==> config.mk <==
export PLATFORM = sky130hd
export DESIGN_NAME = round_pack_arbiter
export DESIGN_NICKNAME = d
export VERILOG_FILES = /design/src/rtl/float64_pkg.sv /design/src/rtl/rr_arbiter.sv /design/src/rtl/round_pack_arbiter.sv
export SDC_FILE = /design/constraint.sdc
export NUM_CORES = 1
export LEC_CHECK = 0
export CAP_MARGIN = 20
export CORE_AREA = 2 2 196 198
export DETAILED_ROUTE_END_ITERATION = 8
export DIE_AREA = 0 0 198 200
export HOLD_SLACK_MARGIN = 0.08
export PLACE_DENSITY = 0.61
export SLEW_MARGIN = 20
export SYNTH_ARGS = -nofsm -noshare
export SYNTH_HDL_FRONTEND = slang
export SYNTH_HIERARCHICAL = 1
export SYNTH_SLANG_ARGS = --single-unit
export TNS_END_PERCENT = 50
==> constraint.sdc <==
create_clock -name ap_clk -period 2.75 [get_ports ap_clk]
set_input_delay 0.4125 -clock ap_clk [delete_from_list [all_inputs] [get_ports ap_clk]]
set_output_delay 0.4125 -clock ap_clk [all_outputs]
set_load 0.1 [all_outputs]
==> src/rtl/float64_pkg.sv <==
// Shared widths, exception-flag encodings and arbiter state type for the
// double-precision round-and-pack datapath.
package float64_pkg;

    localparam int unsigned EXP_W  = 12;
    localparam int unsigned SIG_W  = 64;
    localparam int unsigned DATA_W = 64;
    localparam int unsigned FLAG_W = 32;

    localparam logic [FLAG_W-1:0] FLAG_INEXACT   = 32'd1;
    localparam logic [FLAG_W-1:0] FLAG_UNDERFLOW = 32'd4;
    localparam logic [FLAG_W-1:0] FLAG_OVERFLOW  = 32'd8;

    typedef enum logic [1:0] {
        IDLE = 2'd0,
        BUSY = 2'd1,
        RESP = 2'd2
    } rp_arb_state_t;

    typedef struct packed {
        logic             sign;
        logic [EXP_W-1:0] exp;
        logic [SIG_W-1:0] sig;
    } rp_operand_t;

endpackage

==> src/rtl/rr_arbiter.sv <==
// Round-robin grant: first set request at or above ptr, wrapping to zero.
// Produces both one-hot and encoded grant.
module rr_arbiter #(
    parameter int unsigned NREQ  = 2,
    parameter int unsigned IDX_W = $clog2(NREQ)
) (
    input  logic [NREQ-1:0]  req,
    input  logic [IDX_W-1:0] ptr,
    output logic [NREQ-1:0]  gnt_c,
    output logic [IDX_W-1:0] gnt_idx_c,
    output logic             gnt_any_c
);

    int unsigned      k;
    logic [IDX_W-1:0] idx;

    always_comb begin
        gnt_c     = '0;
        gnt_idx_c = '0;
        gnt_any_c = 1'b0;
        k         = 0;
        idx       = '0;
        for (int unsigned i = 0; i < NREQ; i++) begin
            k = 32'(ptr) + i;
            if (k >= NREQ) begin
                k = k - NREQ;
            end
            idx = IDX_W'(k);
            if (!gnt_any_c && req[idx]) begin
                gnt_any_c  = 1'b1;
                gnt_c[idx] = 1'b1;
                gnt_idx_c  = idx;
            end
        end
    end

endmodule

==> src/rtl/round_pack_arbiter.sv <==
// Serialises round-and-pack jobs from NREQ requesters onto one shared unit,
// routes each result back and keeps the sticky exception-flag register.
module round_pack_arbiter
    import float64_pkg::*;
#(
    parameter int unsigned NREQ  = 2,
    parameter int unsigned IDX_W = $clog2(NREQ)
) (
    input  logic                    ap_clk,
    input  logic                    ap_rst,
    input  logic [NREQ-1:0]         req_valid,
    output logic [NREQ-1:0]         req_ready,
    input  logic [NREQ-1:0]         req_sign,
    input  logic [EXP_W*NREQ-1:0]   req_exp,
    input  logic [SIG_W*NREQ-1:0]   req_sig,
    output logic [NREQ-1:0]         rsp_valid,
    input  logic [NREQ-1:0]         rsp_ready,
    output logic [DATA_W-1:0]       rsp_data,
    output logic [FLAG_W-1:0]       rsp_flags,
    output logic                    rp_start,
    input  logic                    rp_done,
    output logic                    rp_zSign,
    output logic [EXP_W-1:0]        rp_zExp,
    output logic [SIG_W-1:0]        rp_zSig,
    output logic [FLAG_W-1:0]       rp_flag_i,
    input  logic [FLAG_W-1:0]       rp_flag_o,
    input  logic                    rp_flag_vld,
    input  logic [DATA_W-1:0]       rp_return,
    input  logic                    flag_clr,
    output logic [FLAG_W-1:0]       float_exception_flag
);

    rp_arb_state_t     state_q, state_d;
    logic [IDX_W-1:0]  ptr_q, ptr_d;
    logic [IDX_W-1:0]  gidx_q, gidx_d;
    rp_operand_t       op_q, op_d;
    logic [FLAG_W-1:0] op_flags_q, op_flags_d;
    logic [NREQ-1:0]   rsp_valid_q, rsp_valid_d;
    logic [DATA_W-1:0] rsp_data_q, rsp_data_d;
    logic [FLAG_W-1:0] rsp_flags_q, rsp_flags_d;
    logic [FLAG_W-1:0] sticky_q, sticky_d;
    logic              rp_start_q, rp_start_d;

    logic [NREQ-1:0]   gnt_c;
    logic [IDX_W-1:0]  gnt_idx_c;
    logic              gnt_any_c;
    logic              merge_c;

    rr_arbiter #(
        .NREQ  (NREQ),
        .IDX_W (IDX_W)
    ) u_rr (
        .req       (req_valid),
        .ptr       (ptr_q),
        .gnt_c     (gnt_c),
        .gnt_idx_c (gnt_idx_c),
        .gnt_any_c (gnt_any_c)
    );

    // Accept is offered only from IDLE, so req_ready never depends on rp_* inputs.
    assign req_ready = (state_q == IDLE && !ap_rst) ? gnt_c : '0;

    always_comb begin
        state_d     = state_q;
        ptr_d       = ptr_q;
        gidx_d      = gidx_q;
        op_d        = op_q;
        op_flags_d  = op_flags_q;
        rsp_valid_d = rsp_valid_q;
        rsp_data_d  = rsp_data_q;
        rsp_flags_d = rsp_flags_q;
        rp_start_d  = rp_start_q;
        merge_c     = 1'b0;

        case (state_q)
            IDLE: begin
                if (gnt_any_c) begin
                    op_d.sign  = req_sign[gnt_idx_c];
                    op_d.exp   = req_exp[32'(gnt_idx_c)*EXP_W +: EXP_W];
                    op_d.sig   = req_sig[32'(gnt_idx_c)*SIG_W +: SIG_W];
                    gidx_d     = gnt_idx_c;
                    op_flags_d = '0;
                    ptr_d      = (gnt_idx_c == IDX_W'(NREQ-1)) ? '0 : gnt_idx_c + IDX_W'(1);
                    rp_start_d = 1'b1;
                    state_d    = BUSY;
                end
            end
            BUSY: begin
                if (rp_flag_vld) begin
                    op_flags_d = op_flags_q | rp_flag_o;
                end
                if (rp_done) begin
                    merge_c             = 1'b1;
                    rsp_data_d          = rp_return;
                    rsp_flags_d         = op_flags_d;
                    rsp_valid_d         = '0;
                    rsp_valid_d[gidx_q] = 1'b1;
                    rp_start_d          = 1'b0;
                    state_d             = RESP;
                end
            end
            RESP: begin
                if (rsp_ready[gidx_q]) begin
                    rsp_valid_d = '0;
                    state_d     = IDLE;
                end
            end
            default: state_d = IDLE;
        endcase

        // Clear hits the old value only; a job merging in the same cycle survives.
        sticky_d = (flag_clr ? '0 : sticky_q) | (merge_c ? op_flags_d : '0);
    end

    always_ff @(posedge ap_clk) begin
        if (ap_rst) begin
            state_q     <= IDLE;
            ptr_q       <= '0;
            gidx_q      <= '0;
            op_q        <= '0;
            op_flags_q  <= '0;
            rsp_valid_q <= '0;
            rsp_data_q  <= '0;
            rsp_flags_q <= '0;
            sticky_q    <= '0;
            rp_start_q  <= 1'b0;
        end else begin
            state_q     <= state_d;
            ptr_q       <= ptr_d;
            gidx_q      <= gidx_d;
            op_q        <= op_d;
            op_flags_q  <= op_flags_d;
            rsp_valid_q <= rsp_valid_d;
            rsp_data_q  <= rsp_data_d;
            rsp_flags_q <= rsp_flags_d;
            sticky_q    <= sticky_d;
            rp_start_q  <= rp_start_d;
        end
    end

    assign rsp_valid            = rsp_valid_q;
    assign rsp_data             = rsp_data_q;
    assign rsp_flags            = rsp_flags_q;
    assign rp_start             = rp_start_q;
    assign rp_zSign             = op_q.sign;
    assign rp_zExp              = op_q.exp;
    assign rp_zSig              = op_q.sig;
    assign rp_flag_i            = '0;
    assign float_exception_flag = sticky_q;

endmodule

==> results of run 1 <==
## logic make-up (layout without fill, tap and decap cells)
logic type             after synthesis  in the layout  share of synthesized area, %
AO/OA/AOI/OAI                      277            277                         20.08
buffers and inverters              127            546                         7.494
flip-flops                         244            244                         49.67
multiplexers                        80             80                         8.143
other                                1             32                       0.03813
AND/OR/NAND/NOR                    354            354                         14.58
## cells in the final DEF, fill, tap and decap left out, drive strengths merged, types with 2 or more instances in the layout
cell | netlist | routed
nand3b | 5 | 5
inv | 2 | 3
nand2 | 160 | 160
or2 | 2 | 2
mux2i | 80 | 80
clkinv | 0 | 3
nor3 | 33 | 33
and2 | 2 | 2
a21boi | 3 | 3
a21oi | 130 | 130
dfxtp | 244 | 244
conb | 1 | 32
nor2 | 146 | 146
a211oi | 109 | 109
buf | 91 | 234
clkbuf | 34 | 46
o21ai | 33 | 33
nor3b | 2 | 2
bufinv | 0 | 2
clkdlybuf4s50 | 0 | 257
## layout make-up
cell class | count | area share [%]
tap | 511 | 4.173
clock buffer | 45 | 5.717
sequential | 244 | 31.88
clock inverter | 7 | 0.6125
inverter | 2 | 0.04900
multi-input combinational | 743 | 28.49
timing repair buffer | 492 | 29.08
## worst max-delay path, delay by kind of cell (launching register included)
family / cells / cell delay, ns
simple gates: 2 / 0.50
flops: 1 / 0.43
buf+inv: 1 / 0.19
## routing by layer
metal	vias up	share of wire (%)
li1	4515	-
met1	4192	41
met2	306	49
met3	48	8.1
met4	8	2.1
met5	-	0.15
## final timing paths
check                           slack [ns]          start  cells past startpoint      endpoint
worst max-delay path                  0.68     state_q[1]                      3  req_ready[0]
worst min-delay path                  0.42  rp_return[36]                      3  rsp_data[36]
worst max register to register        0.94          ptr_q                      5   rp_zExp[10]
worst min register to register        0.45   rsp_data[44]                      2  rsp_data[44]
## sequential cells by signal, indices dropped and copies added (netlist names)
register / cells
rp_zSign: 1
ptr_q: 1
op_flags_q: 32
state_q: 2
rp_zExp: 12
gidx_q: 1
rp_zSig: 64
rsp_data: 64
float_exception_flag: 32
rsp_valid: 2
rp_start: 1
rsp_flags: 32
## report_power, final
part	internal [mW]	switching, mW	leakage, nW	total [mW]
Sequential	3.78	0.136	2.00	3.91
Combinational	0.960	2.63	3.53	3.59
Clock	2.36	1.49	0.477	3.86
## per-stage QoR
stage	cells	setup WS [ns]	instance area (um2)	hold WS [ns]
final	2044	0.6812	15320	0.4179
after CTS	2044	0.6252	15320	0.3819
after global routing	2044	0.5416	15320	0.4023
after detailed placement	1992	0.3395	14350	0.4471
after global placement	1992	0.3869	14350	0.4389
after floorplan	1114	0.6934	9951	0.4605
==> summary.txt, run 1 <==
STA
  • Slew at the pin closest to its max-slew limit: 0.7691 ns
  • Final Critical Period: 2.069 ns
  • Unrepaired setup endpoints after global routing: no
  • Sum Neg Setup Slack: 0 ns
  • Total of endpoints with negative setup slack in the final report: 0
  • Maximum achievable frequency: 0.4834 GHz
  • Headroom to the max-slew limit: 48.72%
  • Number of hold violations in the final report: 0
  • Period utilisation layout: 75.23%
  • Fin. max-slew vios: 0
  • Clock Skews: 0.01203 ns

Power
  • Worst supply voltage drop on vdd: 0.5043 mV
  • Leakage: 6.007 nW
  • Pwr Density: 741.6 mW/mm2
  • Total power after layout: 11.36 mW

Drt
  • Number of remaining DRC errors: 0
  • DRT iter0 DRCs: 234
  • Routed wire length: 35,270 um
  • Drt wl/cell: 17.25 um
  • Detailed-router iteration count before antenna repair: 6
  • Via density: 4.437
  • Number of vias after detailed routing: 9,069
  • Count of antenna-violating nets left after detailed routing: 0

Clocking
  • Post-CTS setup buffer count: 0
  • Number of buffers added by the clock tree synthesis step: 28
  • Clock H-tree levels: 1
  • Clock tree buffer depth: 3
  • Resize count post-CTS: 0
  • Hold-fix buffers at CTS: 0
  • Clock Sinks: 244
  • Root Buffer Master: sky130_fd_sc_hd__clkbuf_16
  • Clock latency at the later pin of the worst-skew pair: 0.54 ns
  • Clock Pin Slew Worst Setup and Hold Paths: 0.06 ns
  • TritonCTS clock tree: built

Layout
  • Area of combinational cells with multiple inputs: 0.004364 mm2
  • Filler cells: 3,718
  • Final Core Density: 40.97%
  • Net total in the final layout: 1,770
  • Fraction of final layout cells sized beyond drive strength 1: 22.64%
  • Storage element area: 0.004885 mm2
  • Area added between synthesis and finish: 55.79%
  • Count of inserted antenna diode cells: 0

Worst setup path
  • Required time of the worst setup path: 2.34 ns
  • Delay contributed by the slowest stage of the critical path: 0.43 ns
  • Startpoint kind of the worst setup timing path: flop
  • Biggest fanout along the worst timing path: 9
  • Worst endpoint data arrival time: 1.66 ns
  • Worst path slowest cell: sky130_fd_sc_hd__dfxtp_1
  • Critical path, cell by cell: nor3_1 > and2_1 > buf_12
  • Critical Setup Path Class: reg2out
  • Category of the worst setup path capture point: primary output

Floorplan
  • Number of placement rows: 71
  • Starting density of the core: 26.30%
  • Core area: 0.03740 mm2
  • Die X: 198 um
  • IO Count: 501
  • Overall die height: 200 um
  • Total Die Area: 0.03960 mm2

Placed design
  • DP Wirelength: 25,810 um
  • Number of buffers inserted by port buffering: 468
  • Weighted congestion reported at the end of routability-driven placement: 0.7963

Synth
  • Fraction of the yosys area taken by sequential cells: 49.67%
  • #FFs+latches synth: 244
  • FFs w/ async S/R, synth: 0%
  • Post-synthesis cell count: 1,083
  • Mean post-synth cell area: 9.081 um2
  • Yosys warns: 6
  • Netlist area before placement: 0.009834 mm2
  • Synth area leaders: sky130_fd_sc_hd__dfxtp_1, sky130_fd_sc_hd__mux2i_1, sky130_fd_sc_hd__a211oi_2
  • Most instantiated cells after synthesis: sky130_fd_sc_hd__dfxtp_1, sky130_fd_sc_hd__nand2_1, sky130_fd_sc_hd__nor2_1, sky130_fd_sc_hd__a21oi_1, sky130_fd_sc_hd__mux2i_1
  • Post-synth top area cell: sky130_fd_sc_hd__dfxtp_1
  • Main synth FF type: sky130_fd_sc_hd__dfxtp_1
  • Most repeated cell in the gate-level netlist after synthesis: sky130_fd_sc_hd__dfxtp_1
  • EDFF count, synth: 0
  • Library cells used by synthesis: 30
  • Area share of the largest cell type after synthesis: 49.67%

GRT
  • M2 GR Usage: 29.26%
  • Leftover overflow at the end of global routing: 0
  • GR peak layer: met2
  • Wire length of the first global-routing pass: 50,490 um
  • GRT Util Overall: 16.47%
  • Met3 routing resource usage after global routing: 4.956%
  • Maximum number of pins on one net before global-route repair: 83
  • Initial antenna violation count: 4
  • Met1 layer usage reported by global route: 19.16%
  • Vias in the first global route: 8,750

Job
  • Max cap viols: 0

Min path
  • Kind of path behind the tightest hold check: in2reg

Run status
  • Outcome: finished clean
(Power assumes the default switching activity.)
==> run 2, diff against run 1 <==
--- a/config.mk
+++ b/config.mk
@@ -6,11 +6,11 @@
 export NUM_CORES = 1
 export LEC_CHECK = 0
 export CAP_MARGIN = 20
-export CORE_AREA = 2 2 196 198
+export CORE_AREA = 2 2 195 197
 export DETAILED_ROUTE_END_ITERATION = 8
-export DIE_AREA = 0 0 198 200
+export DIE_AREA = 0 0 197 199
 export HOLD_SLACK_MARGIN = 0.08
-export PLACE_DENSITY = 0.61
+export PLACE_DENSITY = 0.63
 export SLEW_MARGIN = 20
 export SYNTH_ARGS = -nofsm -noshare
 export SYNTH_HDL_FRONTEND = slang
==> constraint.sdc (replaced) <==
create_clock -name ap_clk -period 1.8 [get_ports ap_clk]
set_input_delay 0.27 -clock ap_clk [delete_from_list [all_inputs] [get_ports ap_clk]]
set_output_delay 0.27 -clock ap_clk [all_outputs]
set_load 0.1 [all_outputs]
==> summary.txt, run 2 (synthesis results as in run 1) <==
Power
  • Part of the power in the clock network: 33.8%
  • Relative contribution of sequential cells to total power: 33.3%
  • Internal power consumption: 11.58 mW
  • Relative contribution of combinational cells to total power: 32.9%
  • Leakage: 6.456 nW
  • Pwr Density: 1106 mW/mm2
  • Worst supply voltage drop on vdd: 0.6287 mV
  • Switching share of power: 36.46%
  • Net switching power: 6.646 mW

STA
  • Period utilisation layout: 95.76%
  • Clock Skews: 0.008721 ns
  • Maximum achievable frequency: 0.5802 GHz
  • Total of endpoints with negative setup slack in the final report: 0
  • Unrepaired setup endpoints after global routing: no
  • Fin. max-slew vios: 0
  • Final Critical Period: 1.724 ns
  • Headroom to the max-slew limit: 52.39%
  • Sum Neg Setup Slack: 0 ns
  • Number of hold violations in the final report: 0
  • Slew at the pin closest to its max-slew limit: 0.7142 ns
  • Final worst hold slack: 0.1660 ns

Drt
  • Routed wire length: 35,910 um
  • Detailed-router iteration count before antenna repair: 4
  • Via density: 4.555
  • Drt wl/cell: 17.57 um
  • DRT iter0 DRCs: 345
  • Number of remaining DRC errors: 0
  • Number of vias after detailed routing: 9,311
  • Count of antenna-violating nets left after detailed routing: 0

GRT
  • Maximum number of pins on one net before global-route repair: 66
  • Initial antenna violation count: 0
  • GRT Util Overall: 17.17%
  • Vias in the first global route: 9,046
  • Leftover overflow at the end of global routing: 0
  • Wire length of the first global-routing pass: 52,510 um

Clocking
  • Root Buffer Master: sky130_fd_sc_hd__clkbuf_16
  • Clock Sinks: 244
  • Number of buffers added by the clock tree synthesis step: 28
  • Clock Pin Slew Worst Setup and Hold Paths: 0.06 ns
  • Clock tree buffer depth: 3
  • Clock H-tree levels: 1
  • Clock latency at the later pin of the worst-skew pair: 0.54 ns
  • TritonCTS clock tree: built

Worst setup path
  • Required time of the worst setup path: 1.53 ns
  • Worst endpoint data arrival time: 1.45 ns
  • Critical Setup Path Class: reg2out
  • Category of the worst setup path capture point: primary output
  • Startpoint kind of the worst setup timing path: flop
  • Biggest fanout along the worst timing path: 4

Min path
  • Kind of path behind the tightest hold check: in2reg

Floorplan
  • IO Count: 501
  • Overall die height: 199 um
  • Core area: 0.03713 mm2
  • Die X: 197 um
  • Total Die Area: 0.03920 mm2
  • Number of placement rows: 71
  • Starting density of the core: 26.48%

Layout
  • Post-route design area: 0.01647 mm2
  • Fraction of final layout cells sized beyond drive strength 1: 24.86%
  • Final Core Density: 44.37%
  • Area added between synthesis and finish: 67.52%
  • Finished Layout Cells: 2,044
  • Leading cell type in the layout, fill and taps excluded: sky130_fd_sc_hd__clkdlybuf4s50_1
  • Commonest cells after routing, fill and taps aside: sky130_fd_sc_hd__clkdlybuf4s50_1, sky130_fd_sc_hd__dfxtp_1, sky130_fd_sc_hd__buf_4
  • Net total in the final layout: 1,806
  • Filler cells: 3,514

Placed design
  • Post-placement cell area: 0.01540 mm2
  • Instance count after placement with tap cells included: 1,988
  • Number of buffers inserted by port buffering: 468
  • DP Wirelength: 26,700 um
  • Weighted congestion reported at the end of routability-driven placement: 0.7908

Run status
  • Outcome: finished clean

Job
  • Max cap viols: 0
==> run 2: stage by stage <==
step | power [mW] | worst slack (ns)
2_1_floorplan | 10.12 | 0.02843
3_3_place_gp | 12.15 | -0.2455
3_5_place_dp | 12.21 | -0.2420
4_1_cts | 18.45 | 0.006534
5_1_grt | 18.92 | 0.004440
6_report | 18.23 | 0.07633
==> run 2: power by group through the flow <==
| stage | clock network, mW | logic, mW | registers, mW |
|---|---|---|---|
| 6_report | 6.16 | 6.00 | 6.07 |
| 5_1_grt | 6.57 | 6.24 | 6.11 |
| 4_1_cts | 6.33 | 6.04 | 6.08 |
| 3_5_place_dp | 0 | 6.02 | 6.18 |
| 3_3_place_gp | 0 | 5.97 | 6.18 |
| 2_1_floorplan | 0 | 1.56 | 8.56 |
==> run 2: layout make-up <==
cell class,count,area (um2),area share [%]
Sequential cell,244,4896,29.72
Clock buffer,43,868.3,5.271
Inverter,2,7.507,0.04557
Clock inverter,9,147.6,0.8962
Timing Repair Buffer,528,5579,33.86
Antenna cell,1,2.502,0.01519
Tap cell,474,593.1,3.600
Multi-Input combinational cell,743,4380,26.59
==> run 2: critical path, stage by stage (launching register included) <==
cell and delay [ns]:
sky130_fd_sc_hd__dfxtp_4 0.36, sky130_fd_sc_hd__nor3_4 0.20, sky130_fd_sc_hd__and2_4 0.19, sky130_fd_sc_hd__buf_12 0.17
==> run 2: path summary, 6_finish.rpt <==
check | slack [ns] | to | from | cells after the start
worst max-delay path | 0.08 | req_ready[0] | state_q[0] | 3
worst min-delay path | 0.17 | rsp_valid[1] | ap_rst | 3
worst max register to register | 0.18 | rp_zSig[22] | ptr_q | 6
worst min register to register | 0.45 | rsp_data[6] | rsp_data[6] | 2
==> run 2: routing by layer <==
layer  share of wire [%]  GRT usage, %
met1                  40         20.51
met5                   0             0
met3                 8.1         4.663
met4                 3.2         5.681
met2                  49         29.80
==> run 2: timing repair <==
item,4_1_cts,5_1_grt
endpoints found under the setup margin,2,2
gates cloned,0,0
pin swaps,1,3
endpoints found under the hold margin,8,0
hold buffers,1,0
gates resized for setup,6,4
setup buffers,0,2
